**config.mk**
```make
export PLATFORM = sky130hd
export DESIGN_NAME = seg7_scan_driver
export DESIGN_NICKNAME = d
export VERILOG_FILES = /design/src/rtl/seg7_scan_driver.sv
export SDC_FILE = /design/constraint.sdc
export NUM_CORES = 1
export LEC_CHECK = 0
export CAP_MARGIN = 40
export CORE_MARGIN = 5
export CORE_UTILIZATION = 35
export DETAILED_ROUTE_END_ITERATION = 7
export SLEW_MARGIN = 15
export SYNTH_ARGS = -nofsm -noshare
export SYNTH_HDL_FRONTEND = slang
export SYNTH_SLANG_ARGS = --single-unit
```
**constraint.sdc**
```tcl
create_clock -name clk -period 2.3 [get_ports clk]
set_clock_uncertainty 0.1 [all_clocks]
set_input_delay 0.345 -clock clk [delete_from_list [all_inputs] [get_ports clk]]
set_output_delay 0.345 -clock clk [all_outputs]
set_load 0.01 [all_outputs]
```
**src/rtl/seg7_scan_driver.sv**
```systemverilog
// ---------------------------------------------------------------------------
// seg7_scan_driver
//
// Shows a 16-bit word as four hex digits on a 4-digit multiplexed,
// common-anode 7-segment display. One digit is lit at a time. Each digit
// stays lit for REFRESH_DIV clocks.
//
// The input word and the decimal points are captured into a shadow register
// once per scan frame. Because of this, a word that changes in the middle of
// a frame never shows a mix of old and new digits.
//
// Parameters
//   REFRESH_DIV  number of clk cycles each digit stays lit (>= 2)
//   CNT_W        prescaler width, derived from REFRESH_DIV (do not override)
//
// Ports
//   clk      in   system clock
//   rst      in   asynchronous, active-high reset
//   enable   in   1 = scan and display; 0 = blank all digits and freeze scan
//   data_in  in   [15:12] digit3 (leftmost) .. [3:0] digit0 (rightmost)
//   dp_in    in   decimal point per digit, 1 = lit
//   seg      out  active-low segments, seg[0]=a .. seg[6]=g
//   dp       out  active-low decimal point
//   an       out  active-low anodes, an[i] drives digit i
//
// Optional feature
//   LEADING_ZERO_BLANK_EN  When this is defined, a leading-zero digit i
//                          (i = 3..1) is blanked when nibbles i..3 are all
//                          zero and its decimal point is off. Digit 0 is
//                          always shown. A blanked digit keeps its full
//                          slot length.
// ---------------------------------------------------------------------------
module seg7_scan_driver #(
  parameter int REFRESH_DIV = 100_000,
  parameter int CNT_W       = $clog2(REFRESH_DIV)
) (
  input  logic        clk,
  input  logic        rst,
  input  logic        enable,
  input  logic [15:0] data_in,
  input  logic [3:0]  dp_in,
  output logic [6:0]  seg,
  output logic        dp,
  output logic [3:0]  an
);

  localparam logic [CNT_W-1:0] PRESC_MAX = CNT_W'(REFRESH_DIV - 1);

  // Hex to 7-segment decode. Bit order is gfedcba; a 0 bit lights a segment.
  function automatic logic [6:0] hex_decode(input logic [3:0] nib);
    logic [6:0] pat;
    case (nib)
      4'h0:    pat = 7'h40;
      4'h1:    pat = 7'h79;
      4'h2:    pat = 7'h24;
      4'h3:    pat = 7'h30;
      4'h4:    pat = 7'h19;
      4'h5:    pat = 7'h12;
      4'h6:    pat = 7'h02;
      4'h7:    pat = 7'h78;
      4'h8:    pat = 7'h00;
      4'h9:    pat = 7'h10;
      4'hA:    pat = 7'h08;
      4'hB:    pat = 7'h03;
      4'hC:    pat = 7'h46;
      4'hD:    pat = 7'h21;
      4'hE:    pat = 7'h06;
      4'hF:    pat = 7'h0E;
      default: pat = 7'h7F;
    endcase
    return pat;
  endfunction

  logic [CNT_W-1:0] presc_r;
  logic [1:0]       idx_r;
  logic [15:0]      shadow_data_r;
  logic [3:0]       shadow_dp_r;
  logic             loaded_r;     // 0 until the first enabled cycle after reset
  logic [6:0]       seg_r;
  logic             dp_r;
  logic [3:0]       an_r;

  logic             tick_s;
  logic             frame_end_s;
  logic [3:0]       nibble_s;
  logic             dp_bit_s;
  logic             blank_s;

  // Slot and frame boundaries. While enable is low, nothing advances.
  always_comb begin
    tick_s      = 1'b0;
    frame_end_s = 1'b0;
    if (enable && (presc_r == PRESC_MAX)) begin
      tick_s      = 1'b1;
      frame_end_s = (idx_r == 2'd3);
    end else begin
      tick_s      = 1'b0;
      frame_end_s = 1'b0;
    end
  end

  // Select the shadow nibble and decimal point for the current digit slot.
  always_comb begin
    nibble_s = 4'h0;
    dp_bit_s = 1'b0;
    case (idx_r)
      2'd0:    begin nibble_s = shadow_data_r[3:0];   dp_bit_s = shadow_dp_r[0]; end
      2'd1:    begin nibble_s = shadow_data_r[7:4];   dp_bit_s = shadow_dp_r[1]; end
      2'd2:    begin nibble_s = shadow_data_r[11:8];  dp_bit_s = shadow_dp_r[2]; end
      2'd3:    begin nibble_s = shadow_data_r[15:12]; dp_bit_s = shadow_dp_r[3]; end
      default: begin nibble_s = 4'h0;                 dp_bit_s = 1'b0;           end
    endcase
  end

`ifdef LEADING_ZERO_BLANK_EN
  // Leading-zero suppression. Blank a digit only when it and every digit to
  // its left are zero and its decimal point is off. Digit 0 is always shown.
  always_comb begin
    blank_s = 1'b0;
    case (idx_r)
      2'd3:    blank_s = (shadow_data_r[15:12] == 4'h0)  && !shadow_dp_r[3];
      2'd2:    blank_s = (shadow_data_r[15:8]  == 8'h00) && !shadow_dp_r[2];
      2'd1:    blank_s = (shadow_data_r[15:4]  == 12'h000) && !shadow_dp_r[1];
      default: blank_s = 1'b0;
    endcase
  end
`else
  // All digits are always shown, including leading zeros.
  always_comb begin
    blank_s = 1'b0;
  end
`endif

  // Prescaler, digit index and the per-frame shadow capture.
  always_ff @(posedge clk or posedge rst) begin
    if (rst) begin
      presc_r       <= {CNT_W{1'b0}};
      idx_r         <= 2'd0;
      shadow_data_r <= 16'h0000;
      shadow_dp_r   <= 4'h0;
      loaded_r      <= 1'b0;
    end else if (enable) begin
      if (tick_s) begin
        presc_r <= {CNT_W{1'b0}};
        idx_r   <= idx_r + 2'd1;
      end else begin
        presc_r <= presc_r + CNT_W'(1);
      end
      // Capture on the first enabled cycle after reset, then at each frame end.
      if (frame_end_s || !loaded_r) begin
        shadow_data_r <= data_in;
        shadow_dp_r   <= dp_in;
      end
      loaded_r <= 1'b1;
    end
  end

  // Registered pin drivers. There is one cycle of latency from an idx or
  // shadow change to the pins. The anode and segment lines switch together.
  always_ff @(posedge clk or posedge rst) begin
    if (rst) begin
      seg_r <= 7'h7F;
      dp_r  <= 1'b1;
      an_r  <= 4'hF;
    end else if (enable && !blank_s) begin
      seg_r <= hex_decode(nibble_s);
      dp_r  <= ~dp_bit_s;
      an_r  <= ~(4'b0001 << idx_r);
    end else begin
      seg_r <= 7'h7F;
      dp_r  <= 1'b1;
      an_r  <= 4'hF;
    end
  end

  assign seg = seg_r;
  assign dp  = dp_r;
  assign an  = an_r;

endmodule

```
==> reports/metrics.cfg, run 1 <==
[sta]
hold_violations = 0
worst_pin_slew_ps = 474
rsz0062_at_grt = yes
setup_viol = 0
finalCritPeriodShare_pct = 95.5
min_period_ps = 2200
setup_tns_ps = 0
max_freq_ghz = 0.455
finalMaxSlewViolations = 0
slew_headroom_pct = 68.4

[critical_path]
cp_max_fo = 4
endpoint = seg[3]$_DFF_PP1_
cp-end-kind = flip-flop
crit_path_start_kind = flip-flop
r2r-start = idx_r[1]$_DFFE_PP0P_
worstPathArrival_ps = 2330
crit_type = reg -> reg
rr_endpoint = seg[3]$_DFF_PP1_
rr_worst_depth = 8
required_ps = 2440
regToRegSetupSlack_ps = 100
startpoint = idx_r[1]$_DFFE_PP0P_

[yosys]
synth-seq-cells = 52
ys_top_cells_by_count = 40 x dfrtp_1, 20 x mux2_4, 17 x nand2_1
synth-edff-count = 0
synth.area.top_cells = dfrtp_1 39%, dfstp_2 12%, mux2_4 12%
synthCells = 210
ys.flop_type = dfrtp_1
yosysTopAreaCell = dfrtp_1
post-synth-top-count-cell = dfrtp_1
syn-cell-area_sq_um = 2580
ys_seq_area_share_pct = 51.0
async_flop_share_pct = 100
syn-num-nets = 245
avgSynthCellArea_sq_um = 12.3
ys_warn_count = 0
synth_cell_type_count = 41
synth_top_cell_area_share_pct = 38.8

[routing]
drt_first_pass_iters = 5
wl_per_cell_microns = 14.1
drc = 0
drt-vias-per-instance = 4.83
vias = 1788
routed_wl_microns = 5220
ant_nets = 0
drt_iter0_drc = 87

[global_routing]
antenna_found_initial = 0
grt_max_degree = 24
overflow = 0
grt_pass1_wl_microns = 8320
grt.total_usage_pct = 11.7
grt_pass1_vias = 1737

[pwr]
p_per_area_nw_per_um2 = 605
power.total_uw = 2100
clkPwrFrac_pct = 25.2
pwr-share-comb_pct = 21.7
seqPwrFrac_pct = 53.1
p_sw_uw = 582
p_sw_share_pct = 27.8
intPower_uw = 1510
max-vdd-ir-drop_v = 0.000265
p_leak_uw = 0.00155

[worst_hold_path]
min_path_type = in -> async

[floorplan]
fp.dieW_microns = 95.9
start_util_pct = 35.8
io_pins = 35
die_y_microns = 95.9
fp-row-count = 31
die_area_sq_um = 9200
core_area_sq_um = 7210

[place]
io_buffers = 34
dp_hpwl_microns = 3780
dp.cells = 359
place.gp.congestion = 0.786

[clock_network]
numCtsBuffers = 5
clock-sinks = 52
cts-root-buf = clkbuf_8
insertion_delay_ps = 300
clk_pin_slew_worst_paths_ps = 100
cts_htree_levels = 2
hold_buffers = 0
clockBufferDepth = 2
tritoncts = done

[job]
drv_cap = 0

[cells_and_area]
layout.cells.non_filler = 370
diodes = 0
seqCellArea_sq_um = 1320
synthToLayoutAreaGrowth_pct = 34.1
multiInputGateArea_sq_um = 1320
layout-drive-gt1-share_pct = 34.3
fillers = 663
nets = 305

[outcome]
run_status = completed

layout make-up:
cell class                 instances  share of cell area, %
clock inverter                     3                  0.686
sequential                        52                   38.0
inverter                          10                   1.16
clock buffer                       5                   1.99
timing repair buffer              61                   16.4
multi-input combinational        140                   38.2
tap                               99                   3.58
how the worst min path moves through the flow:
| stage | start | endpoint | slack [ps] | cells after the start |
|---|---|---|---|---|
| after floorplan | shadow_dp_r[0]$_DFFE_PP0P_ | dp$_DFF_PP1_ | 320 | 1 |
| after global routing | rst | idx_r[1]$_DFFE_PP0P_ | 300 | 2 |
| final | rst | presc_r[3]$_DFFE_PP0P_ | 280 | 2 |
| after detailed placement | loaded_r$_DFFE_PP0P_ | loaded_r$_DFFE_PP0P_ | 360 | 1 |
| after CTS | rst | shadow_data_r[5]$_DFFE_PP0P_ | 290 | 2 |
| after global placement | loaded_r$_DFFE_PP0P_ | loaded_r$_DFFE_PP0P_ | 360 | 1 |
per-stage QoR:
step,utilization (%),hold slack [ps],area [sq um],worst slack [ps]
after floorplan,-,324,2580,95.7
after global placement,44.3,357,3200,1.71
after detailed placement,44.3,356,3200,-41.5
after CTS,45.9,287,3310,-10.4
after global routing,48.0,300,3460,-39.3
final,48.0,277,3460,104
worst max-delay path: stages (launching register included):
cell	delay, ps
dfrtp_1	450
inv_2	90
ha_4	180
a222oi_1	320
mux2_4	270
ha_4	220
a211oi_4	250
a2111oi_4	70
a41oi_2	170
what timing repair did:
action,CTS,global route
endpoints found under the setup margin,2,7
buffers inserted,1,2
pin swaps,2,4
resized for setup,4,29
power by group through the flow:
stage	Clock (uW)	Combinational [uW]	Sequential [uW]
floorplan	0	235	1110
global placement	0	392	1130
detailed placement	0	399	1130
CTS	545	408	1110
global route	584	495	1130
finish	528	455	1110
flip-flops by register name (all words and copies together), names as in the netlist:
signal / count
loaded_r: 1
shadow_data_r: 16
dp: 1
idx_r: 2
an: 4
seg: 7
presc_r: 17
shadow_dp_r: 4
cells by family after synthesis:
kind of cell	count (synthesis)	share of synthesized area (%)
flops	52	51.0
mux	29	15.3
buf+inv	18	3.54
fa+ha+maj	12	5.81
xor+xnor	14	4.75
simple gates	58	11.5
compound gates	27	8.14
layout by cell type, fill, tap and decap left out, types with 2 or more instances in the layout:
| master | netlist | final |
|---|---|---|
| mux2_4 | 20 | 22 |
| nand3_1 | 10 | 10 |
| nor2_1 | 11 | 11 |
| clkbuf_8 | 0 | 5 |
| inv_2 | 0 | 5 |
| buf_4 | 2 | 25 |
| a2111oi_4 | 0 | 2 |
| nor2b_1 | 2 | 2 |
| dfrtp_1 | 40 | 39 |
| ha_4 | 0 | 5 |
| a21oi_1 | 4 | 3 |
| o221ai_1 | 2 | 2 |
| mux2i_1 | 6 | 6 |
| o21ai_0 | 2 | 2 |
| xnor2_1 | 5 | 5 |
| and4_1 | 3 | 3 |
| a31oi_1 | 2 | 2 |
| dfstp_2 | 12 | 12 |
| nor3_1 | 2 | 2 |
| and3_1 | 4 | 4 |
| nand2_1 | 17 | 17 |
| clkinvlp_4 | 0 | 2 |
| clkdlybuf4s50_1 | 0 | 34 |
| buf_12 | 0 | 2 |
| a222oi_1 | 5 | 5 |
| xor2_1 | 9 | 9 |
| inv_1 | 9 | 4 |
| nand4_1 | 3 | 3 |
| ha_1 | 12 | 6 |
metal layers:
layer / GRT usage (%) / share of wire (%) / vias up / routed length, microns
met1: 17.1 / 50 / 879 / 2620
met5: 0 / 0 / - / 0
met3: 1.95 / 3.3 / 4 / 172
li1: - / - / 867 / -
met2: 17.3 / 45 / 38 / 2360
met4: 4.27 / 1.3 / 0 / 68
Note: power is estimated with default switching activity, not from simulation.
==> run 2, diff against run 1 <==
CELL_PAD_IN_SITES_DETAIL_PLACEMENT = 0   (was default)
CELL_PAD_IN_SITES_GLOBAL_PLACEMENT = 1   (was default)
PLACE_DENSITY_LB_ADDON = 0.1   (was default)
==> run 2 against run 1 <==
Compared with the run above: first-iteration DRC count down 34%; cell area down 1.7%; fmax up 0.58%; setup slack better by 13 ps; non-clock buffer count up 5; power up 0.38%; via count down 0.28%; register-to-register slack about the same; sequential power about the same; sequential share of layout area up 0.63 points; combinational power about the same.
==> reports/metrics.cfg, run 2 (synthesis results as in run 1) <==
[outcome]
run_status = completed

[sta]
slew_headroom_pct = 69.6
max_freq_ghz = 0.458
rsz0062_at_grt = yes
finalMaxSlewViolations = 0
worst_slack_ps = 117
finalCritPeriodShare_pct = 94.9
setup_viol = 0
min_period_ps = 2180
worst_pin_slew_ps = 452
hold_violations = 0

[global_routing]
grt_pass1_wl_microns = 9000
grt_pass1_vias = 1841
grt.total_usage_pct = 12.6
overflow = 0
grt_max_degree = 53
antenna_found_initial = 0

[clock_network]
cts_htree_levels = 2
clock-sinks = 52
insertion_delay_ps = 300
clockBufferDepth = 2
hold_buffers = 0
numCtsBuffers = 5
cts-root-buf = clkbuf_8
clk_pin_slew_worst_paths_ps = 100
post-cts-setup-buffer-count = 0
tritoncts = done

[routing]
drc = 0
drt_first_pass_iters = 4
ant_nets = 0
drt_iter0_drc = 57
vias = 1783
routed_wl_microns = 5510
wl_per_cell_microns = 14.7
drt-vias-per-instance = 4.75

[critical_path]
cp-end-kind = flip-flop
required_ps = 2410
worstPathArrival_ps = 2290
cp_max_fo = 4
crit_path_start_kind = flip-flop
crit_type = reg -> reg

[pwr]
max-vdd-ir-drop_v = 0.000233
pwr-share-comb_pct = 21.6
p_sw_uw = 555
p_sw_share_pct = 26.4
power.total_uw = 2100
p_leak_uw = 0.00159
seqPwrFrac_pct = 52.7
intPower_uw = 1550
p_per_area_nw_per_um2 = 618
clkPwrFrac_pct = 25.7

[worst_hold_path]
min_path_type = in -> async

[place]
dp_hpwl_microns = 4000
io_buffers = 34
pre_cts_ws_ps = 20.2
place.gp.congestion = 0.775

[cells_and_area]
post-route-util_pct = 47.2
mostFrequentLayoutCells = 40 x dfrtp_1, 34 x clkdlybuf4s50_1, 30 x buf_4, 22 x mux2_4, 17 x nand2_1
regMostFlops = presc_r
layout-drive-gt1-share_pct = 32.2
largest_register_ffs = 17
layout_commonest_cell = dfrtp_1
diodes = 0
synthToLayoutAreaGrowth_pct = 31.8
nets = 310

[floorplan]
io_pins = 35
start_util_pct = 35.8
core_area_sq_um = 7210
die_y_microns = 95.9
fp.dieW_microns = 95.9
die_area_sq_um = 9200
fp-row-count = 31

[job]
drv_cap = 0

-- run 2: cell type report --
type,instances,area [sq um]
flip-flops and latches,52,1320
clock buffers,6,82.6
clock inverters,2,13.8
repair buffers,66,606
inverters,10,37.5
well taps,99,124
fillers,706,3810
multi-input cells,140,1220
-- run 2: power by group through the flow --
| stage | Sequential, uW | Combinational [uW] | Clock (uW) |
|---|---|---|---|
| floorplan | 1110 | 235 | 0 |
| global placement | 1130 | 435 | 0 |
| detailed placement | 1130 | 430 | 0 |
| CTS | 1110 | 438 | 569 |
| global route | 1120 | 499 | 606 |
| finish | 1110 | 455 | 541 |
-- run 2: worst paths after layout --
| kind | endpoint | slack [ps] | cells after the start | startpoint |
|---|---|---|---|---|
| hold / removal | shadow_data_r[10]$_DFFE_PP0P_ | 300 | 3 | rst |
| max in group asynchronous | seg[3]$_DFF_PP1_ | 1510 | 3 | rst |
| setup reg to reg | seg[5]$_DFF_PP1_ | 120 | 8 | idx_r[1]$_DFFE_PP0P_ |
| setup / recovery | seg[5]$_DFF_PP1_ | 120 | 8 | idx_r[1]$_DFFE_PP0P_ |
| hold reg to reg | dp$_DFF_PP1_ | 340 | 1 | shadow_dp_r[0]$_DFFE_PP0P_ |
| min in group clk | dp$_DFF_PP1_ | 340 | 1 | shadow_dp_r[0]$_DFFE_PP0P_ |
-- run 2: repair_timing --
| item | in CTS | in global routing |
|---|---|---|
| pin swaps | 0 | 4 |
| endpoints found under the setup margin | 1 | 6 |
| gates resized for setup | 1 | 16 |
-- run 2: per-layer routing --
| layer | vias up | routed length [microns] | global-route usage, % |
|---|---|---|---|
| met5 | - | 0 | 0 |
| met4 | 0 | 40 | 3.20 |
| met3 | 5 | 246 | 2.97 |
| met2 | 29 | 2660 | 21.9 |
| met1 | 871 | 2560 | 15.8 |
| li1 | 878 | - | - |
-- run 2: worst max-delay path, cell delays in order (launching register included) --
cell      delay [ps]
dfrtp_1          430
ha_2             210
a222oi_1         380
mux2_4           260
buf_4            130
ha_2             220
buf_4            130
mux2i_1           60
o221ai_1         190
-- run 2: metrics by stage --
stage	hold slack (ps)	TNS [ps]	instances	cell area, sq um
6_report	300	0	375	3400
5_1_grt	328	-43.4	375	3400
4_1_cts	305	0	375	3360
3_5_place_dp	344	0	367	3260
3_3_place_gp	344	0	367	3260
2_1_floorplan	324	0	210	2580
==> run 3, diff against run 2 <==
GPL_TIMING_DRIVEN = 1   (was default)
RECOVER_POWER = 100   (was default)
clock period = 2.4 ns   (was 2.3 ns; I/O delays follow)
==> run 3 against run 2 <==
Compared with the run above: global-route usage up 0.74 points; cell area shrank 4.7%; combinational power shrank 18%; sequential power down 5%.
==> reports/metrics.cfg, run 3 (synthesis results as in run 1) <==
[place]
dp.cells = 362
place.gp.congestion = 0.769
io_buffers = 34
pre_cts_ws_ps = 100
dp_hpwl_microns = 3990

[global_routing]
use_met3_pct = 2.74
overflow = 0
grt.total_usage_pct = 13.4
antenna_found_initial = 0
grt_max_degree = 53
grt_use_met2_pct = 22.5
grt_pass1_vias = 1903
busiest_layer = met2
gr-usage-met1_pct = 17.6
grt_pass1_wl_microns = 9540

[clock_network]
post-cts-setup-buffer-count = 0
tritoncts = done
insertion_delay_ps = 300
clockBufferDepth = 2
clock-sinks = 52
cts_htree_levels = 2
numCtsBuffers = 5
cts-root-buf = clkbuf_8
hold_buffers = 0
clk_pin_slew_worst_paths_ps = 90

[floorplan]
die_area_sq_um = 9200
core_area_sq_um = 7210
start_util_pct = 35.8
fp-row-count = 31
fp.dieW_microns = 95.9
io_pins = 35
die_y_microns = 95.9

[pwr]
max-vdd-ir-drop_v = 0.000234
intPower_uw = 1430
pwr-share-comb_pct = 19.0
p_leak_uw = 0.00146
power.total_uw = 1950
seqPwrFrac_pct = 54.5
p_sw_uw = 515
p_per_area_nw_per_um2 = 601
p_sw_share_pct = 26.4
clkPwrFrac_pct = 26.5

[cells_and_area]
regMostFlops = presc_r
multiInputGateArea_sq_um = 1150
mostFrequentLayoutCells = 40 x dfrtp_1, 21 x buf_4, 20 x clkdlybuf4s50_1, 17 x nand2_1, 14 x dlygate4sd3_1
fillers = 734
synthToLayoutAreaGrowth_pct = 25.5
layout_commonest_cell = dfrtp_1
layout.cells.non_filler = 370
seqCellArea_sq_um = 1320
diodes = 0
layout-drive-gt1-share_pct = 22.5
largest_register_ffs = 17
nets = 305

[routing]
drt_iter0_drc = 64
drc = 0
wl_per_cell_microns = 14.7
ant_nets = 0
vias = 1756
drt-vias-per-instance = 4.75
routed_wl_microns = 5450
drt_first_pass_iters = 4

[critical_path]
cp-end-kind = flip-flop
required_ps = 2490
cp_slowest_cell = dlygate4sd3_1
crit_path_start_kind = input pin
crit_buf_inv = 3
max_stage_delay_ps = 550
critical_path.top_delay_family = buffers and inverters
cp_max_fo = 20
worstPathArrival_ps = 2340
crit_type = in -> reg
worstPathCellList = dlygate4sd3_1, clkbuf_1, nand2_1, o32a_1, buf_4, mux2_1

[sta]
rsz0062_at_grt = no
setup_tns_ps = 0
finalCritPeriodShare_pct = 94.0
setup_viol = 0
finalMaxSlewViolations = 0
min_period_ps = 2260
worst_slack_ps = 145
hold_violations = 0
max_freq_ghz = 0.443
worst_pin_slew_ps = 1270
slew_headroom_pct = 15.3

[worst_hold_path]
min_path_type = reg -> reg

[job]
drv_cap = 0

[outcome]
run_status = completed

## run 3: cell count changes in the layout (fill, tap and decap cells not counted), sizes merged
cell	change
buf	-11
clkbuf	+7
clkinv	+1
clkinvlp	+1
dlygate4sd3	+14
clkdlybuf4s50	-14
inv	-3
## run 3: layer usage
metal  vias to the layer above  part of all wire, %
li1                        867                    -
met1                       862                   45
met2                        25                   51
met3                         2                  3.4
met4                         0                 0.50
met5                         -                    0
## run 3: area by class of cell
cell class                 count  share of cell area [%]
sequential                    52                    40.6
clock buffer                   7                    2.66
clock inverter                 1                   0.232
multi-input combinational    140                    35.4
inverter                      10                    1.16
tap                           99                    3.82
timing repair buffer          61                    16.1
## run 3: timing repair
item                                    4_1_cts  5_1_grt
endpoints found under the setup margin        0        5
hold endpoints to repair                      0        0
gates resized for setup                       0        7
## run 3: per-stage QoR
step | hold slack, ps | cell area, sq um | util (%)
after detailed placement | 341 | 3220 | 44.6
after CTS | 317 | 3310 | 45.9
after floorplan | 324 | 2580 | -
after global routing | 397 | 3240 | 44.9
after global placement | 334 | 3220 | 44.6
final | 357 | 3240 | 44.9
## run 3: power by group through the flow
stage	combinational, uW	clock (uW)	sequential, uW
floorplan	225	0	1070
global placement	403	0	1080
detailed placement	400	0	1080
CTS	405	547	1060
global route	420	586	1070
finish	371	516	1060
## run 3: final timing paths
path                                            start                             to  slack [ps]  cells after the start
min in group asynchronous                         rst  shadow_data_r[10]$_DFFE_PP0P_         820                      3
min                        shadow_dp_r[0]$_DFFE_PP0P_                   dp$_DFF_PP1_         360                      1
max in group asynchronous                         rst        presc_r[16]$_DFFE_PP0P_         620                      3
min reg2reg                shadow_dp_r[0]$_DFFE_PP0P_                   dp$_DFF_PP1_         360                      1
max reg2reg                      idx_r[1]$_DFFE_PP0P_               seg[2]$_DFF_PP1_         190                      8
max                                            enable  shadow_data_r[10]$_DFFE_PP0P_         140                      6
==> patch, RTL diff (settings of run 2) <==
Change the parameter `REFRESH_DIV` from 100_000 to 25_000.
--- a/src/rtl/seg7_scan_driver.sv
+++ b/src/rtl/seg7_scan_driver.sv
@@ -31,7 +31,7 @@
 //                          slot length.
 // ---------------------------------------------------------------------------
 module seg7_scan_driver #(
-  parameter int REFRESH_DIV = 100_000,
+  parameter int REFRESH_DIV = 25_000,
   parameter int CNT_W       = $clog2(REFRESH_DIV)
 ) (
   input  logic        clk,
Formal check against the unedited RTL: same outputs for any inputs over 10 cycles, from zero or initial values and one cycle with rst high; that may be too few to reach the edited logic, so the function may still have changed.
==> patch against run 2 <==
  * Count of clock-buffer cells in the layout up 2
  * Global-route usage grew 1.6 points
  * Via count up 23%
  * Design area increased by 0.96%
  * Cell count increased by 13%
  * Highest routed layer unchanged
  * Synthesized area is 2.5% higher
  * Critical endpoint is now seg[3]$_DFF_PP1_
  * Sequential share of layout area down 1.8 points
  * Sequential cell count decreased by 2
  * Setup slack worse by 60 ps
  * Wire length rose by 20%
Power is not compared: it rests on default switching activity, and its combinational part moved more than twofold at a synthesized area within 25%.
==> patch: results (changes against run 2) <==
* Largest net degree at the start of global routing at 35 (-34%)
* Post-CTS sizing at 3 (+2)
* Distinct cells, synth at 42 (+2.4%)
* Seq/Total Area, Yosys at 47.8% (-3.1 points)
* DR pass1 iterations at 5 (+1)
* First-pass GRT wire length at 11100 um (+24%)
* Synth area leaders: dfrtp_1, dfstp_2, o211ai_1, nand2_1, ha_1
* Status: finished clean
* Post-Route WL at 6610 um (+20%)
* HPWL Detailed at 4660 um (+17%)
* Pre-CTS setup slack at -13.8 ps (-34.1 ps)
* Max FFs per register at 16 (-1)
* Placed insts at 410 (+12%)
* All-layer global routing usage at 14.3% (+1.6 points)
* Rel. slew slack at 68.4% (-1.1 points)
* Fill cells at 740 (+4.8%)
* Largest Register: shadow_data_r
* Syn Nets at 305 (+24%)
* Slowest cell on crit path: a222oi_1
* Avg Synthesized Cell Area at 9.81 um^2 (-20%)
* Slowest stage delay, CP at 470 ps (+40 ps)
* Via-per-instance ratio at 5.17 (+8.7%)
* Placed cell area at 3230 um^2 (-0.77%)
* 1st-iter DRT viols at 82 (+44%)
* Finished Layout Cells at 424 (+13%)
==> patch: path summary, 6_finish.rpt <==
kind / start / end / slack [ps]
hold / removal: rst / shadow_dp_r[0]$_DFFE_PP0P_ / 250
hold reg to reg: shadow_dp_r[0]$_DFFE_PP0P_ / dp$_DFF_PP1_ / 390
setup reg to reg: idx_r[0]$_DFFE_PP0P_ / seg[3]$_DFF_PP1_ / 60
setup / recovery: idx_r[0]$_DFFE_PP0P_ / seg[3]$_DFF_PP1_ / 60
max in group asynchronous: rst / an[0]$_DFF_PP1_ / 1280
min in group clk: shadow_dp_r[0]$_DFFE_PP0P_ / dp$_DFF_PP1_ / 390
==> patch: metal layers <==
metal  global-route usage (%)  wire length (um)  part of all wire, %
met1                     19.7              3230                   49
met2                     22.0              2960                   45
met3                     3.45               291                  4.4
met4                     4.75               125                  1.9
met5                        0                 0                    0
==> patch: cell families after synthesis <==
group | after synthesis | share of synthesized area [%]
muxes | 6 | 2.32
DFF | 50 | 47.8
adders and majority gates | 12 | 5.67
AOI/OAI and AO/OA | 69 | 20.0
buffers and inverters | 28 | 4.25
and+or+nand+nor | 93 | 15.9
xor gates and xnor gates | 12 | 3.97
==> patch: layout make-up <==
type                            instances  area [um^2]  share of cell area, %
Tap cell                               99          124                   3.61
Sequential cell                        50         1270                   36.9
Clock buffer                            8         80.1                   2.33
Inverter                               12         47.5                   1.38
Multi-Input combinational cell        192         1350                   39.2
Timing Repair Buffer                   63          571                   16.6
==> patch: worst reg2reg max path, stage by stage, from the launching register on <==
cell	delay, ps
dfrtp_2	450
ha_2	210
a222oi_1	470
a21oi_4	130
inv_2	120
ha_4	210
a211oi_2	220
a2111oi_2	70
a41oi_1	180
